`src/rtl/uart_pkg.sv`:
```
// Shared UART definitions: transmitter state encoding and legal frame settings.
package uart_pkg;

   typedef enum logic [2:0] {
      ST_IDLE,
      ST_START,
      ST_DATA,
      ST_PARITY,
      ST_STOP
   } tx_state_t;

   localparam int STOP_BITS_MIN = 1;
   localparam int STOP_BITS_MAX = 2;

   function automatic logic stop_bits_legal(input int n);
      return (n >= STOP_BITS_MIN) && (n <= STOP_BITS_MAX);
   endfunction

endpackage

```
`src/rtl/uart_tx_fsm.sv`:
```
// Frame sequencer for the UART transmitter: state register plus next-state decode.
module uart_tx_fsm
   import uart_pkg::*;
(
   input  logic      CLK,
   input  logic      RESET_N,
   input  logic      hold_full,
   input  logic      bit_end,
   input  logic      data_last,
   input  logic      stop_last,
   input  logic      par_en,
   output tx_state_t state,
   output tx_state_t next_state
);

   // Every transition except IDLE->START happens only at the end of a bit period.
   always_comb begin
      next_state = state;
      case (state)
         ST_IDLE:   if (hold_full) next_state = ST_START;
         ST_START:  if (bit_end) next_state = ST_DATA;
         ST_DATA:   if (bit_end && data_last) next_state = par_en ? ST_PARITY : ST_STOP;
         ST_PARITY: if (bit_end) next_state = ST_STOP;
         ST_STOP:   if (bit_end && stop_last) next_state = hold_full ? ST_START : ST_IDLE;
         default:   next_state = ST_IDLE;
      endcase
   end

   always_ff @(posedge CLK or negedge RESET_N) begin
      if (!RESET_N) state <= ST_IDLE;
      else          state <= next_state;
   end

endmodule

```
`src/rtl/uart_tx.sv`:
```
// UART transmitter: one-entry holding register, LSB-first shifter, optional parity,
// 1 or 2 stop bits, programmable bit time. TX is driven straight from a flop.
module uart_tx
   import uart_pkg::*;
#(
   parameter int STOP_BITS = 1
) (
   input  logic        CLK,
   input  logic        RESET_N,
   input  logic [15:0] BIT_TIME,
   input  logic        PARITY_EN,
   input  logic        PARITY_ODD,
   input  logic [7:0]  DATA,
   input  logic        EN,
   output logic        READY,
   output logic        IDLE,
   output logic        TX
);

   // Illegal STOP_BITS values fall back to a single stop bit.
   localparam logic [2:0] STOP_LAST = stop_bits_legal(STOP_BITS) ? 3'(STOP_BITS - 1) : 3'd0;

   tx_state_t   state, next_state;
   logic [15:0] bit_time_q, bit_cnt;
   logic [2:0]  data_cnt;
   logic [7:0]  hold_data, shift_q, shift_d;
   logic        hold_full, par_en_q, par_acc, par_d, tx_q, tx_d;
   logic        bit_end, load;

   assign bit_end = (bit_cnt == bit_time_q);
   assign load    = (next_state == ST_START) && (state != ST_START);

   uart_tx_fsm u_fsm (
      .CLK        (CLK),
      .RESET_N    (RESET_N),
      .hold_full  (hold_full),
      .bit_end    (bit_end),
      .data_last  (data_cnt == 3'd7),
      .stop_last  (data_cnt == STOP_LAST),
      .par_en     (par_en_q),
      .state      (state),
      .next_state (next_state)
   );

   // Parity accumulator is seeded with the odd/even select, then folds in each bit as it leaves.
   always_comb begin
      shift_d = shift_q;
      par_d   = par_acc;
      if (load) begin
         shift_d = hold_data;
         par_d   = PARITY_ODD;
      end else if (state == ST_DATA && bit_end) begin
         shift_d = shift_q >> 1;
         par_d   = par_acc ^ shift_q[0];
      end
   end

   // TX is registered from the upcoming state so the line changes on the transition edge.
   always_comb begin
      case (next_state)
         ST_START:  tx_d = 1'b0;
         ST_DATA:   tx_d = shift_d[0];
         ST_PARITY: tx_d = par_d;
         default:   tx_d = 1'b1;
      endcase
   end

   always_ff @(posedge CLK or negedge RESET_N) begin
      if (!RESET_N) begin
         tx_q       <= 1'b1;
         shift_q    <= '0;
         par_acc    <= 1'b0;
         hold_data  <= '0;
         hold_full  <= 1'b0;
         bit_time_q <= '0;
         par_en_q   <= 1'b0;
         bit_cnt    <= '0;
         data_cnt   <= '0;
      end else begin
         tx_q    <= tx_d;
         shift_q <= shift_d;
         par_acc <= par_d;

         if (load) begin
            bit_time_q <= BIT_TIME;
            par_en_q   <= PARITY_EN;
         end

         if (load)
            hold_full <= 1'b0;
         else if (EN && !hold_full) begin
            hold_full <= 1'b1;
            hold_data <= DATA;
         end

         bit_cnt <= (state == ST_IDLE || bit_end) ? 16'd0 : bit_cnt + 16'd1;

         // Shared between data bits and stop bits; cleared on every state change.
         if (next_state != state)
            data_cnt <= '0;
         else if (bit_end && (state == ST_DATA || state == ST_STOP))
            data_cnt <= data_cnt + 3'd1;
      end
   end

   assign READY = ~hold_full;
   assign IDLE  = (state == ST_IDLE) && !hold_full;
   assign TX    = tx_q;

endmodule

```
`config.mk`:
```
export PLATFORM = sky130hd
export DESIGN_NAME = uart_tx
export DESIGN_NICKNAME = d
export VERILOG_FILES = /design/src/rtl/uart_pkg.sv /design/src/rtl/uart_tx_fsm.sv /design/src/rtl/uart_tx.sv
export SDC_FILE = /design/constraint.sdc
export NUM_CORES = 1
export LEC_CHECK = 0
export ABC_AREA = 1
export CORE_MARGIN = 2
export CORE_UTILIZATION = 60
export DETAILED_ROUTE_END_ITERATION = 7
export GPL_TIMING_DRIVEN = 0
export PLACE_DENSITY = 0.95
export SETUP_SLACK_MARGIN = 0.3
export SLEW_MARGIN = 15
export SYNTH_ARGS = -nofsm -noshare
export SYNTH_HDL_FRONTEND = slang
export SYNTH_SLANG_ARGS = --single-unit
```
`constraint.sdc`:
```
create_clock -name CLK -period 3.2 [get_ports CLK]
set_clock_uncertainty 0.2 [all_clocks]
set_input_delay 0.32 -clock CLK [delete_from_list [all_inputs] [get_ports CLK]]
set_output_delay 0.32 -clock CLK [all_outputs]
set_load 0.03 [all_outputs]
```
Yosys cells after proc, flatten, opt, wreduce, memory -nomap -nowiden
Index checks and enable logic that the tools add are counted.
{"block": "word_totals", "output_inout_bits": 3, "register_bits": 58, "memories": 0, "mem_bits_rw": 0, "wordCells": 61, "inputBits": 29, "latchBits": 0, "mem_bits_ro": 0}
{"block": "classes", "multipliers": 0, "div": 0, "mux": 18, "n_reduce_logical": 16, "n_eq_ne": 11, "bitwise": 3, "shifts": 0, "order_cmp": 0, "n_addsub": 2}
{"cell": "3-bit 2-to-1 mux", "count": 8}
{"cell": "16-bit by 1-bit adder with 16-bit output (second input constant)", "count": 1}
{"cell": "16-bit equality test", "count": 1}
{"cell": "16-bit 2-to-1 mux", "count": 1}
{"cell": "8-bit 2-to-1 mux", "count": 2}
{"cell": "3-bit one-hot mux with 5 select lines", "count": 1}
{"cell": "3-bit by 2-bit equality test with 1-bit output (second input constant)", "count": 4}
{"cell": "1-bit logical AND", "count": 7}
{"cell": "3-bit by 1-bit equality test with 1-bit output (second input constant)", "count": 2}
{"cell": "3-bit equality test (second input constant)", "count": 2}
{"cell": "3-bit zero test", "count": 2}
{"cell": "2-bit nonzero test", "count": 3}
{"cell": "1-bit 2-to-1 mux", "count": 5}
{"cell": "3-bit by 1-bit adder with 3-bit output (second input constant)", "count": 1}
{"cell": "3-bit by 1-bit inequality test with 1-bit output (second input constant)", "count": 1}
{"cell": "3-bit inequality test", "count": 1}
{"cell": "1-bit one-hot mux with 3 select lines", "count": 1}
{"cell": "1-bit logical OR", "count": 2}
{"cell": "1-bit inverter", "count": 2}
{"cell": "2-bit AND reduction", "count": 1}
{"cell": "1-bit zero test", "count": 1}
{"cell": "1-bit XOR", "count": 1}

Depth between registers and ports, before layout
Gate-level depths: netlist of the first run.
{"block": "logic_depth", "word_depth": 8, "ltp_mapped": 13, "ltp_nobuf": 13}

Modules after synthesis
From an unflattened synthesis of the first run, not the netlist that was laid out.
{"block": "unflattened", "hier_cells": 374, "hier_area_um2": 3000.4}
{"mod": "uart_tx", "instances": 1, "cells_each": 344, "area_per_inst_um2": 2800.2}
{"mod": "uart_tx_fsm", "instances": 1, "cells_each": 30, "area_per_inst_um2": 200.2}

Worst setup path after synthesis of the first run
Ideal clock, no wire load.
{"block": "synth_timing", "kind": "reg-to-reg", "from": "reg bit_cnt[0]", "to": "reg bit_cnt[12]", "stages_incl_launch_ff": 11, "arrival_ns": 1.579, "path_buffers": 0, "setup_slack_ns": 1.341, "required_ns": 2.920, "path_cell_list": "dfrtp_1 > ha_1 > nand3_1 > nor2_1 > nand2_1 > nor2_2 > nand3_1 > nor3_2 > inv_1 > o21ai_0 > nor3b_2"}
{"block": "synth_between", "elab_chain_len": 3, "word_cells_on_any_way": 4, "classes_between": "add/sub: 1; eq/ne: 1; mux: 1; reduce/logical: 1"}
{"element": "start, declared", "line": "uart_tx.sv:24", "source": "logic [15:0] bit_time_q, bit_cnt;"}
{"element": "start signal, assigned", "line": "uart_tx.sv:96", "source": "bit_cnt <= (state == ST_IDLE || bit_end) ? 16'd0 : bit_cnt + 16'd1;"}
{"element": "parallel branches: the longest is 2 deep, another holds 16-bit by 1-bit adder with 16-bit output"}
{"element": "16-bit 2-to-1 mux *", "line": "uart_tx.sv:96"}
Mark *: on every way between the ends.
A chain may end at the register's enable or synchronous reset.

Worst setup path after layout of the first run
{"block": "layout_timing", "from": "reg u_fsm.state[0]", "to": "out IDLE"}
{"block": "layout_between", "elab_chain_len": 2}
{"element": "start, declared", "line": "uart_tx_fsm.sv:12", "source": "output tx_state_t state,"}
{"element": "start signal, assigned", "line": "uart_tx_fsm.sv:31", "source": "else state <= next_state;"}
{"element": "3-bit zero test", "line": "uart_tx.sv:107", "source": "assign IDLE = (state == ST_IDLE) && !hold_full;"}
{"element": "1-bit logical AND", "line": "uart_tx.sv:107"}
{"element": "end, declared", "line": "uart_tx.sv:16", "source": "output logic IDLE,"}
No other way between the ends.

==> results of run 1 <==
[sequential cells by signal (all words and copies together) (netlist names)]
signal       flops
TX               1
bit_cnt         16
bit_time_q      16
data_cnt         3
hold_data        8
hold_full        1
par_acc          1
par_en_q         1
shift_q          8
u_fsm.state      3
[cell families (layout without fill, tap and decap cells)]
kind of cell             Yosys count  in the layout  share of synthesized area, %
AO/OA/AOI/OAI                     41             41                         7.834
adder cells (fa/ha/maj)            4              4                         1.676
XOR/XNOR                           6              6                         1.760
flip-flops                        58             58                         48.64
AND/OR/NAND/NOR                  195            195                         28.99
buffers and inverters             68            116                         9.593
multiplexers                       4              4                         1.508
[layer usage]
layer / vias up / routed length, um / track usage, %
li1: 1264 / - / -
met1: 1195 / 2764 / 32.32
met2: 67 / 3417 / 46.90
met3: 13 / 343 / 6.911
met4: 0 / 120 / 11.71
met5: - / 0 / 0
[final cells by class]
| class | count | area share (%) |
|---|---|---|
| multi-input combinational | 250 | 34.13 |
| clock inverter | 5 | 3.423 |
| clock buffer | 11 | 3.869 |
| buffer | 8 | 1.541 |
| timing repair buffer | 32 | 8.696 |
| sequential | 58 | 39.75 |
| tap | 67 | 2.294 |
| inverter | 60 | 6.299 |
[final timing paths]
check | startpoint | end | cells past startpoint
max | u_fsm.state[0] | IDLE | 5
min | shift_q[2] | shift_q[1] | 2
max reg2reg | bit_cnt[0] | bit_cnt[12] | 10
min reg2reg | shift_q[2] | shift_q[1] | 2
max in group asynchronous | RESET_N | bit_cnt[9] | 2
min in group asynchronous | RESET_N | bit_time_q[11] | 2
[placed cells by master, fill, tap and decap left out, types with 3 or more instances in the layout]
master	n
nand2_1	105
dfrtp_1	57
inv_1	54
nor2_1	37
clkdlybuf4s50_1	30
nand3_1	26
o21ai_1	12
o21ai_0	11
a21oi_1	10
clkbuf_8	10
inv_2	5
xor2_1	4
nand4_1	4
nor3_1	4
nor3b_1	4
mux2_2	4
ha_1	4
bufinv_16	4
buf_2	3
nor2_2	3
buf_6	3
[power groups by stage]
stage | registers (mW) | logic [mW] | clock network, mW
floorplan | 0.888 | 0.170 | 0
global placement | 0.900 | 0.238 | 0
detailed placement | 0.906 | 0.252 | 0
CTS | 0.896 | 0.263 | 0.915
global route | 0.907 | 0.298 | 0.946
finish | 0.897 | 0.261 | 0.915
[through the flow]
step / TNS, ns / instances / power (mW) / instance area [um^2] / hold WS [ns]
4_1_cts: 0 / 491 / 2.073 / 3655 / 0.3091
5_1_grt: 0 / 491 / 2.151 / 3655 / 0.3258
2_1_floorplan: 0 / 376 / 1.058 / 2987 / -0.1756
6_report: 0 / 491 / 2.074 / 3655 / 0.3116
3_5_place_dp: 0 / 474 / 1.157 / 3378 / 0.2233
3_3_place_gp: -8.883 / 474 / 1.138 / 3381 / 0.2750
[timing repair]
action                                  CTS  global route
hold buffers                              1             0
endpoints found under the setup margin    0             0
endpoints found under the hold margin    57             0
gates resized for setup                   0             0
[worst reg2reg max path, stage by stage (launching register included)]
cell	delay, ns
dfrtp_1	0.43
ha_1	0.21
nand3_1	0.11
nor2_1	0.20
nand2_1	0.12
nor2_2	0.17
nand3_1	0.17
nor3_2	0.20
inv_1	0.08
o21ai_0	0.14
nor3b_2	0.19
==> results.cfg, run 1 <==
[critical_path]
end_kind = primary output
critPathLaunchType = flip-flop
cp_top_family = buffers and inverters
crit_required_ns = 2.68
crit_arrival_ns = 2.05
reg2reg_slack_ns = 0.90
worstPathMaxFanout = 8
crit_path_cell_trace = clkbuf_1 > nor2_1 > nand2_1 > nor2_1 > clkdlybuf4s50_1
crit_slowest_cell = clkdlybuf4s50_1
crit_type = reg -> out
critPathMostFrequentCell = nor2_1
critical-path-max-stage-delay_ns = 0.69
worst-path-buf-inv = 2

[yosys]
yosysUniqueCellTypes = 37
synth_common_cells = nand2_1, dfrtp_1, inv_1, nor2_1, nand3_1
syn_inst = 376
synthArstFlopShare_pct = 100.0
syn-num-nets = 409
synth_warnings = 0
synth_area_um2 = 2987
synthTopCellsByArea = dfrtp_1, nand2_1, inv_1
syn_avg_cell_area_um2 = 7.943
yosys.area.top_type = dfrtp_1
ys_seq_area_share_pct = 48.64
synth.most_common_cell = nand2_1
ys_ff_latch = 58
synth_edf_count = 0
ys.flop_type = dfrtp_1
yosysTopAreaCellShare_pct = 47.76

[floorplan]
dieWidth_um = 74.55
io_pins = 32
dieArea_um2 = 5558
rows = 25
initial_core_util_pct = 62.82
core_um2 = 4755
dieHeight_um = 74.55

[pwr]
p_sw_mw = 0.5131
swShare_pct = 24.74
p_int_mw = 1.561
p_per_area_nw_per_um2 = 567.5
p_clk_share_pct = 44.1
pwr-share-comb_pct = 12.6
seqPwrFrac_pct = 43.3
ir_drop_v = 0.0002864
leakage_nw = 1.749

[outcome]
status = finished, final reports clean

[drt]
first_iter_violations = 282
routedWlPerCell_um = 13.54
vias = 2539
viasPerCell = 5.171
wl_mm = 6.646
first_pass_iters = 5
post-route-drc-count = 0
ant_nets = 0

[layout]
final-seq-area_um2 = 1453
multiInputGateArea_um2 = 1247
final_util_pct = 76.87
fin_nets = 452
area_growth_pct = 22.37
diodes = 0
drive_gt1_share_pct = 11.08
nFillCells = 320

[clock_network]
clock_sinks = 58
numCtsBuffers = 9
cts-root-buf = clkbuf_8
clockBufferDepth = 2
cts_setup_buffers = 0
clk_latency_ns = 0.35
cts_tree = yes
h-tree-depth = 3
cts.clk_slew.worst_paths_ns = 0.06

[global_routing]
grt_pass1_wl_mm = 11.23
grt.overflow.total = 0
grt_pass1_vias = 2579
grt_max_degree = 59
grt_antenna_before_repair = 0
grt_usage_pct = 27.22

[sta]
slew_viol_final = 0
hold_viol = 0
maxSlewHeadroom_pct = 50.88
fin_ws_ns = 0.6332
worst_pin_slew_ns = 0.7368
post-route-period-util_pct = 80.21
min_period_ns = 2.567
fmax_ghz = 0.3896
setup_viol = 0
rsz0062_at_grt = no

[placement]
place_ws_ns = 1.001
gp_congestion = 0.9713
io_buffers = 31
hpwl_mm = 4.498

[worst_hold_path]
hp-class = reg -> reg

[run]
drv_cap = 0
No activity file was read; power rests on OpenSTA's default activity.
==> inputs of run 2 (changes only) <==
--- a/config.mk
+++ b/config.mk
@@ -7,10 +7,10 @@
 export LEC_CHECK = 0
 export ABC_AREA = 1
 export CORE_MARGIN = 2
-export CORE_UTILIZATION = 60
+export CORE_UTILIZATION = 56
 export DETAILED_ROUTE_END_ITERATION = 7
 export GPL_TIMING_DRIVEN = 0
-export PLACE_DENSITY = 0.95
+export PLACE_DENSITY = 0.9
 export SETUP_SLACK_MARGIN = 0.3
 export SLEW_MARGIN = 15
 export SYNTH_ARGS = -nofsm -noshare
==> constraint.sdc (replaced) <==
create_clock -name CLK -period 2.5 [get_ports CLK]
set_clock_uncertainty 0.2 [all_clocks]
set_input_delay 0.25 -clock CLK [delete_from_list [all_inputs] [get_ports CLK]]
set_output_delay 0.25 -clock CLK [all_outputs]
set_load 0.03 [all_outputs]
==> run 2 against run 1 <==
- register-to-register slack worse by 0.57 ns
- highest routed layer unchanged
- critical endpoint is now par_en_q
- count of clock-buffer cells in the layout fell by 2
- non-clock buffer count increased by 10
- cell area up 6.9%
- die area is 6.8% higher
- cell count grew 2.9%
- worst hold slack got worse by 0.069 ns
- routed wire length rose by 5.9%
- power up 29%
- worst setup slack got worse by 0.30 ns
==> results.cfg, run 2 (synthesis results as in run 1) <==
[pwr]
p_total_mw = 2.676
p_per_area_nw_per_um2 = 685.0
ir_drop_v = 0.0003943
leakage_nw = 1.837

[worst_hold_path]
hold_depth = 3
hp-start = BIT_TIME[3]
hp-class = in -> reg
min_to = bit_time_q[3]

[placement]
placed_area_um2 = 3382
gp_congestion = 0.9268
place_ws_ns = 0.2565
dp_cells = 477
hpwl_mm = 4.506
io_buffers = 31

[floorplan]
dieWidth_um = 77.03
initial_core_util_pct = 58.11
io_pins = 32
dieArea_um2 = 5934
rows = 26
core_um2 = 5140
dieHeight_um = 77.03

[sta]
fmax_ghz = 0.4618
maxSlewHeadroom_pct = 52.36
fin_ws_ns = 0.3346
min_period_ns = 2.165
rsz0062_at_grt = yes
setup_viol = 0
post-route-period-util_pct = 86.62
slew_viol_final = 0
setup_tns_ns = 0
hold_viol = 0
worst_pin_slew_ns = 0.7146

[drt]
routedWlPerCell_um = 13.94
first_pass_iters = 4
wl_mm = 7.039
ant_nets = 0
vias = 2610
post-route-drc-count = 0
viasPerCell = 5.168
first_iter_violations = 244

[clock_network]
clockBufferDepth = 2
cts.clk_slew.worst_paths_ns = 0.07
clock_sinks = 58
numCtsBuffers = 9
clk_latency_ns = 0.35
h-tree-depth = 3
cts-root-buf = clkbuf_8
cts_tree = yes

[critical_path]
crit_arrival_ns = 2.23
r2r-start = bit_cnt[13]
rr_endpoint = par_en_q
ff2ff_path_depth = 13
worstPathMaxFanout = 10
critPathLaunchType = flip-flop
crit_required_ns = 2.57
reg2reg_slack_ns = 0.33
crit_type = reg -> reg
end_kind = flip-flop

[layout]
finalInstanceArea_um2 = 3906
diodes = 0
stdcell_count = 505
mostFrequentLayoutCell = nand2_1
area_growth_pct = 30.79
fin_nets = 463
final_cell_mix = nand2_1, dfrtp_1, inv_1
drive_gt1_share_pct = 18.39
top_regs = bit_cnt (16), bit_time_q (16)

[global_routing]
grt.overflow.total = 0
grt_pass1_wl_mm = 11.23
grt_max_degree = 59
grt_pass1_vias = 2477
grt_antenna_before_repair = 0
grt_usage_pct = 24.22

[run]
drv_cap = 0

[outcome]
status = finished, final reports clean
==> run 2: worst max path at each step <==
stage | start | to | depth (start not counted)
after detailed placement | bit_cnt[0] | bit_cnt[12] | 10
after floorplan | bit_cnt[0] | bit_cnt[12] | 10
after global placement | RESET_N | u_fsm.state[0] | 1
after global routing | bit_cnt[1] | par_en_q | 14
after CTS | bit_cnt[0] | bit_cnt[14] | 11
final | bit_cnt[13] | par_en_q | 13
==> run 2: final cells by class <==
cell class                      instances  area, um^2
Fill cell                             351        1234
Inverter                               60       237.7
Tap cell                               70       87.58
Buffer                                  8       85.08
Multi-Input combinational cell        251        1384
Timing Repair Buffer                   42       391.6
Clock inverter                          7       141.4
Sequential cell                        58        1455
Clock buffer                            9       123.9
==> run 2: routing by layer <==
layer	GRT usage, %	routed length, um
met3	5.765	329
met4	11.79	226
met1	31.02	3009
met5	0	0
met2	38.77	3474
==> run 2: power by group <==
group / total (mW) / switching (mW) / internal, mW
Sequential: 1.15 / 0.0975 / 1.05
Combinational: 0.366 / 0.197 / 0.168
Clock: 1.16 / 0.395 / 0.762
Total: 2.68 / 0.690 / 1.99
==> run 2: worst max-delay path, cell delays in order, from the launching register on <==
cell	delay, ns
dfrtp_1	0.43
inv_1	0.10
nand2_1	0.07
nand2_1	0.06
nor2_1	0.16
nand2_1	0.13
nor2_4	0.24
nand3_4	0.11
nand2_4	0.12
nand2_8	0.09
clkinv_8	0.09
buf_12	0.13
nand2_1	0.07
o21ai_1	0.10
==> run 2: repair_timing <==
| item | in CTS | in global routing |
|---|---|---|
| gates cloned | 0 | 1 |
| hold buffers | 1 | 0 |
| pin swaps | 1 | 12 |
| setup endpoints to repair | 3 | 42 |
| setup buffers | 3 | 7 |
| endpoints found under the hold margin | 57 | 0 |
| gates resized for setup | 3 | 46 |
==> run 2: stage by stage <==
step | hold slack (ns) | util [%]
3_3_place_gp | 0.2759 | 65.85
5_1_grt | 0.2630 | 76.00
2_1_floorplan | -0.2456 | -
3_5_place_dp | 0.1532 | 65.80
4_1_cts | 0.2404 | 71.62
6_report | 0.2422 | 76.00
